### config.mk
export PLATFORM = sky130hd
export DESIGN_NAME = rot_register_bank
export DESIGN_NICKNAME = d
export VERILOG_FILES = /design/src/rtl/rot_bank_pkg.sv /design/src/rtl/rot_cell.sv /design/src/rtl/rot_register_bank.sv
export SDC_FILE = /design/constraint.sdc
export NUM_CORES = 1
export LEC_CHECK = 0
export CORE_MARGIN = 2
export CORE_UTILIZATION = 38
export CTS_BUF_LIST = sky130_fd_sc_hd__clkbuf_4
export DETAILED_ROUTE_END_ITERATION = 10
export SLEW_MARGIN = 20
export SYNTH_ARGS = -nofsm -noshare
export SYNTH_HDL_FRONTEND = slang
export SYNTH_SLANG_ARGS = --single-unit
### constraint.sdc
create_clock -name clk -period 2.58 [get_ports clk]
set_input_delay 0.516 -clock clk [delete_from_list [all_inputs] [get_ports clk]]
set_output_delay 0.516 -clock clk [all_outputs]
set_load 0.01 [all_outputs]
### src/rtl/rot_bank_pkg.sv
// Shared constants and the single-step rotate helper for the rotating
// register bank.
package rot_bank_pkg;

    localparam int MAX_W = 16;

    localparam logic ROT_LEFT  = 1'b0;
    localparam logic ROT_RIGHT = 1'b1;

    // Rotate the low w bits of d by one place; bits above w stay 0.
    function automatic logic [MAX_W-1:0] rot1(
        input logic [MAX_W-1:0] d,
        input int               w,
        input logic             dir
    );
        logic [MAX_W-1:0] r;
        r = '0;
        for (int i = 0; i < MAX_W; i++) begin
            if (i < w) begin
                if (dir == ROT_LEFT)
                    r[i] = d[(i + w - 1) % w];
                else
                    r[i] = d[(i + 1) % w];
            end
        end
        return r;
    endfunction

endpackage

### src/rtl/rot_cell.sv
// One register of the bank: random write beats stream write beats
// rotate, all resolved locally so a losing rotate only affects this cell.
module rot_cell
    import rot_bank_pkg::*;
#(
    parameter int                DATA_W    = 4,
    parameter logic [DATA_W-1:0] RESET_VAL = '0
) (
    input  logic              clk,
    input  logic              rst_n,
    input  logic              wr_en,
    input  logic [DATA_W-1:0] wr_data,
    input  logic              st_en,
    input  logic [DATA_W-1:0] st_data,
    input  logic              rot_en,
    input  logic              rot_dir,
    output logic [DATA_W-1:0] q
);

    logic [DATA_W-1:0] q_rot;

    always_comb begin
        q_rot = DATA_W'(rot1(MAX_W'(q), DATA_W, rot_dir));
    end

    always_ff @(posedge clk or negedge rst_n) begin
        if (!rst_n)
            q <= RESET_VAL;
        else if (wr_en)
            q <= wr_data;
        else if (st_en)
            q <= st_data;
        else if (rot_en)
            q <= q_rot;
    end

endmodule

### src/rtl/rot_register_bank.sv
// Parametrised rotating register bank: two combinational read ports,
// addressed write, streaming load and masked strobe/auto rotation.
module rot_register_bank
    import rot_bank_pkg::*;
#(
    parameter int                NUM_REGS  = 16,
    parameter int                DATA_W    = 4,
    parameter int                ADDR_W    = $clog2(NUM_REGS),
    parameter int                PRESC_W   = 8,
    parameter logic [DATA_W-1:0] RESET_VAL = '0
) (
    input  logic                clk,
    input  logic                rst_n,
    input  logic [ADDR_W-1:0]   r1_addr,
    input  logic [ADDR_W-1:0]   r2_addr,
    output logic [DATA_W-1:0]   data_out1,
    output logic [DATA_W-1:0]   data_out2,
    input  logic [ADDR_W-1:0]   w_addr,
    input  logic [DATA_W-1:0]   data_in,
    input  logic                set_data,
    input  logic                stream_valid,
    input  logic [DATA_W-1:0]   stream_data,
    output logic                stream_ready,
    input  logic                stream_clear,
    output logic [ADDR_W-1:0]   stream_ptr,
    output logic                stream_last,
    input  logic                rot_en,
    input  logic                rot_dir,
    input  logic [NUM_REGS-1:0] rot_mask,
    input  logic                auto_rot,
    input  logic [PRESC_W-1:0]  rot_div,
    output logic                rot_tick
);

    localparam logic [ADDR_W:0]   NREGS = (ADDR_W + 1)'(NUM_REGS);
    localparam logic [ADDR_W-1:0] LAST  = ADDR_W'(NUM_REGS - 1);

    logic [DATA_W-1:0]  regs [NUM_REGS];
    logic [PRESC_W-1:0] count;
    logic               auto_tick;
    logic               st_fire;
    logic               r1_ok;
    logic               r2_ok;
    logic               w_ok;

    always_comb begin
        r1_ok        = {1'b0, r1_addr} < NREGS;
        r2_ok        = {1'b0, r2_addr} < NREGS;
        w_ok         = {1'b0, w_addr} < NREGS;
        stream_ready = !set_data && !stream_clear;
        st_fire      = stream_valid && stream_ready;
        stream_last  = (stream_ptr == LAST);
        auto_tick    = auto_rot && (count == rot_div);
        rot_tick     = rot_en || auto_tick;
        data_out1    = r1_ok ? regs[r1_addr] : '0;
        data_out2    = r2_ok ? regs[r2_addr] : '0;
    end

    for (genvar i = 0; i < NUM_REGS; i++) begin : g_cell
        rot_cell #(
            .DATA_W    (DATA_W),
            .RESET_VAL (RESET_VAL)
        ) u_cell (
            .clk     (clk),
            .rst_n   (rst_n),
            .wr_en   (set_data && w_ok && (w_addr == ADDR_W'(i))),
            .wr_data (data_in),
            .st_en   (st_fire && (stream_ptr == ADDR_W'(i))),
            .st_data (stream_data),
            .rot_en  (rot_tick && rot_mask[i]),
            .rot_dir (rot_dir),
            .q       (regs[i])
        );
    end

    always_ff @(posedge clk or negedge rst_n) begin
        if (!rst_n)
            stream_ptr <= '0;
        else if (stream_clear)
            stream_ptr <= '0;
        else if (st_fire)
            stream_ptr <= stream_last ? '0 : stream_ptr + 1'b1;
    end

    // Held at zero while disabled so re-enabling restarts a full period.
    always_ff @(posedge clk or negedge rst_n) begin
        if (!rst_n)
            count <= '0;
        else if (!auto_rot || auto_tick)
            count <= '0;
        else
            count <= count + 1'b1;
    end

endmodule
==> impl_metrics.env <==
export IMPL_cts_sinks=76
export IMPL_synth_edf_count=0
export IMPL_grt_max_degree=65
export IMPL_ctsLongestPathBuffers=2
export IMPL_timing_final_hold_violations=0
export IMPL_core_um2=17100
export IMPL_yosysSeqAreaShare_pct=28.9
export IMPL_violations="negative setup slack"
export IMPL_rsz0062_at_grt="yes"
export IMPL_vias=5946
export IMPL_power_total_mw=5.46
export IMPL_status="finished, violations left"
export IMPL_drv_slew=0
export IMPL_drv_cap=0
export IMPL_die_y_um=136
export IMPL_wl_met3_mm=1.57
export IMPL_synthCells=631
export IMPL_clock_fmax_mhz=381
export IMPL_period_needed_ps=2630
export IMPL_hp_start="count[0]"
export IMPL_drc=0
export IMPL_ys_flop_type="dfrtp_1"
export IMPL_max_slew_margin_pct=65.1
export IMPL_finalClockSkew_ps=17.5
export IMPL_insertion_delay_ps=480
export IMPL_worst_pin_slew_ps=523
export IMPL_yosysWarnings=0
export IMPL_drive_gt1_share_pct=37.4
export IMPL_p_per_area_nw_per_um2=658
export IMPL_ys_ff_latch=76
export IMPL_postSynth_asyncResetShare_pct=100
export IMPL_ir_drop_mv=0.368
export IMPL_nets=814
export IMPL_num_fill_cells=1592
export IMPL_track_usage_pct=26.2
export IMPL_grt_pass1_wl_mm=35.6
export IMPL_portBuffers=66
export IMPL_cts_reportedPaths_clkPinSlew_ps=140
export IMPL_antenna_found_initial=1
export IMPL_h_tree_depth=3
export IMPL_synthDistinctLibCells=42
export IMPL_setup_viol=8
export IMPL_r2r_start="count[0]"
export IMPL_via_per_inst=6.02
export IMPL_hpwlAfterDp_mm=16.4
export IMPL_holdWs_ps=531
export IMPL_worstPathRequired_ps=2060
export IMPL_p_leak_nw=3.71
export IMPL_routed_wl_mm=22.9
export IMPL_grt_overflow=0
export IMPL_dr_first_iter_drc_count=515
export IMPL_yosysMostFrequentCell="nand2_1"
export IMPL_cts_tree="yes"
export IMPL_io_pins=67
export IMPL_synth_top_area_share_pct=28.9
export IMPL_wl_met1_mm=9.01
export IMPL_drt_pass1_iter_count=5
export IMPL_cts_made_buffers=9
export IMPL_min_path_type="flip-flop to flip-flop"
export IMPL_cp_max_fo=5
export IMPL_fp_dieW_um=136
export IMPL_root_buffer="clkbuf_4"
export IMPL_ys_top_cells_by_area="dfrtp_1 (29%), mux2_2 (15%), mux4_2 (14%), mux2i_1 (9.7%), mux2_1 (6.8%)"
export IMPL_layout_setup_ws_ps=-48.0
export IMPL_startpoint="g_cell[12].u_cell.q[3]"
export IMPL_syn_area_per_cell_um2=10.4
export IMPL_cp_start_kind="flip-flop"
export IMPL_ant_nets=0
export IMPL_std_cell_rows=48
export IMPL_gp_congestion=0.952
export IMPL_crit_type="flip-flop to primary output"
export IMPL_dr_wl_met2_mm=11.1
export IMPL_synthTopCellsByCount="nand2_1 (96), mux2_2 (88), dfrtp_1 (76), o21ai_0 (65), mux2i_1 (64)"
export IMPL_dieArea_um2=18400
export IMPL_top_layer="met4"
export IMPL_yosysTopAreaCell="dfrtp_1"
export IMPL_avgRoutedWirePerCell_um=23.2
export IMPL_finalCritPeriodShare_pct=102
export IMPL_syn_to_final_growth_pct=26.2
export IMPL_arrival_ps=2110
export IMPL_synth_area_um2=6580
export IMPL_grt_pass1_vias=6192
export IMPL_initial_core_util_pct=38.4
export IMPL_syn_nets=688
export IMPL_crit_path_end_kind="primary output"
[cell families after synthesis]
kind of cell / synth area share [%]
buffers and inverters: 2.44
AND/OR/NAND/NOR: 11.6
flip-flops: 28.9
AO/OA/AOI/OAI: 8.75
multiplexers: 45.4
adder cells (fa/ha/maj): 0.951
XOR/XNOR: 2.00
[final timing paths]
check	to	slack [ps]	depth (start not counted)
setup / recovery	data_out2[3]	-50	3
setup reg to reg	g_cell[9].u_cell.q[2]	260	8
max in group asynchronous	g_cell[6].u_cell.q[1]	1320	3
hold / removal	count[0]	530	1
hold reg to reg	count[0]	530	1
min in group asynchronous	g_cell[12].u_cell.q[1]	540	2
[worst max-delay path: stages, from the launching register on]
cell and delay, ps:
dfrtp_1 480, mux4_2 470, mux4_2 530, buf_6 150
[metrics by stage]
stage	util [%]	setup TNS (ps)	cells	instance area, um2	worst slack [ps]
after global routing	48.5	-479	988	8300	-78.8
after CTS	48.3	-242	985	8270	-49.4
final	48.5	-193	988	8300	-48.0
after global placement	46.2	-8130	949	7900	-653
after floorplan	-	0	631	6580	67.3
after detailed placement	46.2	-9790	949	7900	-680
[flip-flops by register name, indices dropped and copies added (netlist names)]
| name | count |
|---|---|
| count | 8 |
| stream_ptr | 4 |
| g_cell.u_cell.q | 64 |
[metal layers]
metal / GRT usage (%) / vias to the layer above
met5: 0 / -
met4: 16.1 / 0
met1: 32.3 / 2970
met2: 42.7 / 288
li1: - / 2611
met3: 4.53 / 77
[timing repair]
item / 4_1_cts / 5_1_grt
resized for setup: 75 / 7
hold buffers: 1 / 0
endpoints found under the hold margin: 1 / 0
buffers inserted: 18 / 2
cloned: 1 / 0
setup endpoints to repair: 9 / 8
pin swaps: 1 / 0
[cell usage in the layout, fill, tap and decap left out, types with 4 or more instances in the layout]
cell type,instances
nor3_1,4
mux2_1,40
mux2_2,88
mux4_2,40
o21ai_1,5
nor2_1,25
nand2_1,96
and3_1,4
dfrtp_1,46
clkdlybuf4s50_1,51
dfrtp_2,30
mux2i_1,64
xor2_1,11
xnor2_1,4
nand3_1,7
a211oi_1,4
buf_6,8
nor2b_1,5
buf_4,82
o21ai_0,65
ha_1,5
buf_12,5
clkbuf_4,9
a21oi_1,15
[area by class of cell]
cell class	count	area (um2)	area share (%)
Clock inverter	7	90.1	1.09
Tap cell	225	282	3.39
Timing Repair Buffer	154	1400	16.8
Multi-Input combinational cell	514	4510	54.4
Inverter	2	7.51	0.0905
Sequential cell	76	1940	23.4
Clock buffer	9	67.6	0.814
Antenna cell	1	2.50	0.0302
[report_power, final]
part           leakage (nW)  internal, mW  switching (mW)
combinational          2.66          1.45           0.874
sequential            0.968          1.60           0.655
clock                0.0837         0.389           0.497
total                  3.71          3.44            2.02
(Power assumes the default switching activity.)
==> RTL edit 1, RTL diff (same flow settings) <==
The parameter `PRESC_W` goes from 8 to 9.
--- a/src/rtl/rot_register_bank.sv
+++ b/src/rtl/rot_register_bank.sv
@@ -8,3 +8,3 @@
     parameter int                ADDR_W    = $clog2(NUM_REGS),
-    parameter int                PRESC_W   = 8,
+    parameter int                PRESC_W   = 9,
     parameter logic [DATA_W-1:0] RESET_VAL = '0
Ports: changed (resized rot_div); port bits go from 67 to 68. No check against the original RTL was run, so the function may have changed too.
==> RTL edit 1 against the original RTL <==
  * The flow still finishes with violations (negative setup slack)
  * Utilization is 1.3 points higher
  * Non-clock buffer count up 10
  * First-iteration DRC count rose by 29%
  * Die area increased by 1.0%
  * Clock power is 11% higher
  * Setup slack better by 3.2 ps
  * Cell count is 2.7% higher
  * Final area increased by 3.0%
  * Area after synthesis increased by 1.1%
  * Power is 2.9% higher
  * Sequential cell count rose by 1
  * Routed wire length down 2.2%
  * Fmax rose by 0.12%
==> RTL edit 1: results (changes against the original RTL) <==
min_path:
  hp-class: "in -> async"
yosys:
  yosysUniqueCellTypes: 39  # -7.1%
  ys_top_cells_by_count: "mux2_2 (112), o21ai_0 (85), nand2_1 (81)"
  synth_fa_ha_area_share_pct: 0.941  # -0.010 points
  yosys-mux-area-fraction_pct: 42.2  # -3.2 points
  synth_nets: 711  # +3.3%
  synthXorXnorAreaFrac_pct: 2.24  # +0.24 points
  synth.top_cells.by_area: "dfrtp_1 (29%), mux2_2 (19%), mux4_2 (14%), mux2i_1 (9.6%), o21ai_0 (6.4%)"
placement:
  gp_congestion: 0.937  # -1.6%
  preCtsSetupSlack_ps: -655  # +24.8 ps
critical_path:
  reg2reg_from: "count[4]$_DFF_PN0_"
cells_and_area:
  drive_gt1_share_pct: 40.3  # +2.9 points
  num_antenna_cells: 0  # -1
  fin_nets: 843  # +3.6%
pwr:
  leakage_nw: 3.67  # -1.2%
  ir_drop_uv: 326  # -11%
  comb_power_mw: 2.37  # +2%
  p_int_mw: 3.61  # +5.0%
sta:
  setup_violations: 7  # -1
  finClkSkew_ps: 18.3  # +0.767 ps
  layout_setup_ws_ps: -44.8  # +3.16 ps
  tns_ps: -175  # +17.7 ps
drt:
  avgRoutedWirePerCell_um: 22.1  # -4.8%
  drt_iter0_drc: 666  # +29%
grt:
  antenna_found_initial: 0  # -1
  grt_pass1_vias: 6189  # -0.048%
  grt_pass1_wl_mm: 34.5  # -3.1%
  grt.total_usage_pct: 25.0  # -1.2 points
outcome:
  violations: "negative setup slack"
  status: "finished, violations left"
[RTL edit 1: changes by cell type after synthesis, sizes merged, moves of 5 or more]
cell    delta
nand2     -16
mux2      -16
o211a      -5
o211ai     -5
a221o      +9
nor3       +9
a211o      +6
o21ai     +15
a21o       +5
xor2       -7
xnor2      +9
[RTL edit 1: path summary, 6_finish.rpt]
kind                                                endpoint  slack (ps)  cells after the start
setup reg to reg           g_cell[5].u_cell.q[3]$_DFFE_PN0P_         260                      8
hold / removal             g_cell[0].u_cell.q[0]$_DFFE_PN0P_           9                      1
setup / recovery                                data_out1[2]         -40                      3
max in group asynchronous  g_cell[8].u_cell.q[1]$_DFFE_PN0P_        1930                      2
hold reg to reg                           count[8]$_DFF_PN0_         580                      2
min in group clk                          count[8]$_DFF_PN0_         580                      2
[RTL edit 1: timing repair]
item,in CTS,in global routing
resized for setup,77,14
gates cloned,4,0
endpoints found under the setup margin,9,10
pin swaps,2,1
hold buffers,0,0
setup buffers,17,1
[RTL edit 1: area by class of cell]
cell class / instances / area, sq um
fill: 1582 / 8630
sequential: 77 / 1960
tap: 225 / 282
clock buffer: 9 / 67.6
timing repair buffer: 164 / 1550
inverter: 5 / 18.8
clock inverter: 7 / 123
multi-input combinational: 528 / 4540
[RTL edit 1: worst max-delay path, stage by stage, from the launching register on]
cell and delay [ps]:
dfrtp_2 480, mux4_2 490, mux4_2 510, buf_6 140
[RTL edit 1: stage by stage]
stage          std cells  cell area [sq um]
6_report            1015               8540
5_1_grt             1015               8540
2_1_floorplan        653               6650
3_5_place_dp         977               8060
3_3_place_gp         977               8060
4_1_cts             1014               8520
[RTL edit 1: layer usage]
layer	vias to the layer above	wire length [um]	global-route usage [%]
li1	2717	-	-
met1	2993	8960	30.6
met2	285	10700	41.7
met3	63	1840	6.19
met4	0	911	11.2
met5	-	0	0
==> RTL edit 2, RTL diff (config.mk and constraints unchanged) <==
Without the edit above. Reset style: synchronous (`rst_n`), changed in 3 clocked blocks.
--- a/src/rtl/rot_cell.sv
+++ b/src/rtl/rot_cell.sv
@@ -25,3 +25,3 @@
 
-    always_ff @(posedge clk or negedge rst_n) begin
+    always_ff @(posedge clk) begin
         if (!rst_n)
--- a/src/rtl/rot_register_bank.sv
+++ b/src/rtl/rot_register_bank.sv
@@ -75,3 +75,3 @@
 
-    always_ff @(posedge clk or negedge rst_n) begin
+    always_ff @(posedge clk) begin
         if (!rst_n)
@@ -85,3 +85,3 @@
     // Held at zero while disabled so re-enabling restarts a full period.
-    always_ff @(posedge clk or negedge rst_n) begin
+    always_ff @(posedge clk) begin
         if (!rst_n)
Function: differs if rst_n is asserted again (counterexample within 4 cycles, from zero or initial values and one cycle with rst_n low); with rst_n held inactive, the same outputs for 4 cycles.
==> RTL edit 2 against the original RTL <==
  * Routed wire length increased by 6.8%
  * Critical path depth increased by 2
  * Area after synthesis rose by 6.8%
  * Critical endpoint is now data_out1[2]
  * Sequential cell count unchanged
  * Setup slack improved by 82 ps
  * Global-route usage fell by 1.0 points
  * Utilization shrank 0.95 points
  * Final area grew 3.2%
Power is not compared: it rests on default switching activity, and its combinational part moved more than twofold at a synthesized area within 25%.
==> RTL edit 2: results (changes against the original RTL) <==
sta:
  slew_headroom_pct: 45.2  # -20 points
  finClkSkew_ps: 26.0  # +8.49 ps
critical_path:
  r2r_slack_ps: 570  # +310 ps
  reg2reg_depth: 6  # -2
  crit_end: "data_out1[2]"
  critPathLaunch: "r1_addr[0]"
  crit-reg2reg-capture: "g_cell[6].u_cell.q[3]$_SDFFE_PN0P_"
  slowest_delay_ps: 480  # -50 ps
  arrival_ps: 2030  # -80 ps
  reg2reg_from: "stream_ptr[3]$_SDFFE_PP0P_"
min_path:
  hp-class: "in -> reg"
  whs_endpoint: "g_cell[5].u_cell.q[3]$_SDFFE_PN0P_"
  min_path_cells: 3  # +2
yosys:
  yosys-mux-area-fraction_pct: 28.9  # -16 points
  synthXorXnorAreaFrac_pct: 2.12  # +0.12 points
  synth_compound_area_share_pct: 23.2  # +14 points
  ys_top_cells_by_count: "mux2i_1 (112), nand2_1 (95), o21ai_0 (94)"
  synth_async_sr_flop_share_pct: 0  # -100 points
  synth_fa_ha_area_share_pct: 0.890  # -0.061 points
  synth_nets: 859  # +25%
  ys_seq_area_share_pct: 21.7  # -7.3 points
  yosysUniqueCellTypes: 43  # +2.4%
  synth.top_cells.by_area: "dfxtp_1 (22%), mux2i_1 (16%), mux4_2 (12%), o311a_1 (7.4%), o21ai_0 (6.7%)"
  syn_inst: 802  # +27%
drt:
  vias_per_cell: 6.23  # +3.5%
  wl_mm: 24.5  # +6.8%
  dr.pass1.iters: 6  # +1
  drt_iter0_drc: 641  # +24%
grt:
  grt.total_usage_pct: 25.2  # -1.0 points
  antenna_found_initial: 2  # +1
  grt_pass1_vias: 6595  # +6.5%
  grt_max_degree: 48  # -26%
  grt_pass1_wl_mm: 38.0  # +6.7%
cells_and_area:
  fin_nets: 931  # +14%
  stdcell_count: 1109  # +12%
  n_fill_cell: 1764  # +11%
  drive_gt1_share_pct: 23.2  # -14 points
clock_network:
  clk_latency_ps: 490
  cts_buffers: 9  # unchanged
placement:
  port_buffers: 66  # unchanged
  gp_congestion: 1.00  # +5.5%
  dp_hpwl_mm: 17.3  # +5.7%
outcome:
  status: "completed"
[RTL edit 2: changes by cell type after synthesis, moves of 17 or more]
cell / change
o21ai_0: +29
dfrtp_1: -76
mux2_2: -88
o311a_1: +52
buf_2: +17
dfxtp_1: +76
clkbuf_1: +29
mux2i_1: +48
nor3_1: +19
and3_1: +48
mux2_1: -40
[RTL edit 2: metal layers]
layer	share of wire [%]	GRT usage, %	wire (um)	vias to the layer above
met3	7.7	4.21	1890	85
li1	-	-	-	3244
met5	0	0	0	-
met4	4.3	12.9	1050	0
met1	43	33.8	10600	3283
met2	45	39.0	11000	294
[RTL edit 2: cell type report]
cell class              instances  share of cell area (%)
flip-flops and latches         76                    18.5
well taps                     229                    3.34
inverters                       3                   0.131
clock inverters                 7                   0.876
repair buffers                147                    16.9
multi-input cells             637                    59.4
diodes                          1                  0.0292
clock buffers                   9                   0.789
[RTL edit 2: what timing repair did]
item,4_1_cts,5_1_grt
buffers inserted,7,2
resized for setup,83,14
cloned,4,0
setup endpoints to repair,9,5
pin swaps,1,3
[RTL edit 2: per-stage QoR]
step                      hold WS [ps]  setup TNS (ps)  instance area, sq um  worst slack (ps)  util (%)
after global routing               484           -12.1                  8570             -11.8      47.5
final                              482               0                  8570              33.5      47.5
after global placement             513           -5830                  8220              -629      45.6
after CTS                          457           -73.8                  8550             -73.8      47.4
after floorplan                    465               0                  7030               198         -
after detailed placement           518           -5960                  8220              -642      45.6
[RTL edit 2: worst reg2reg max path, stage by stage, from the launching register on]
cell and delay, ps:
dfxtp_1 480, nand2b_1 690, buf_4 290, o21ai_0 90, o311a_1 110, o21ai_0 160
mux2i_1 90
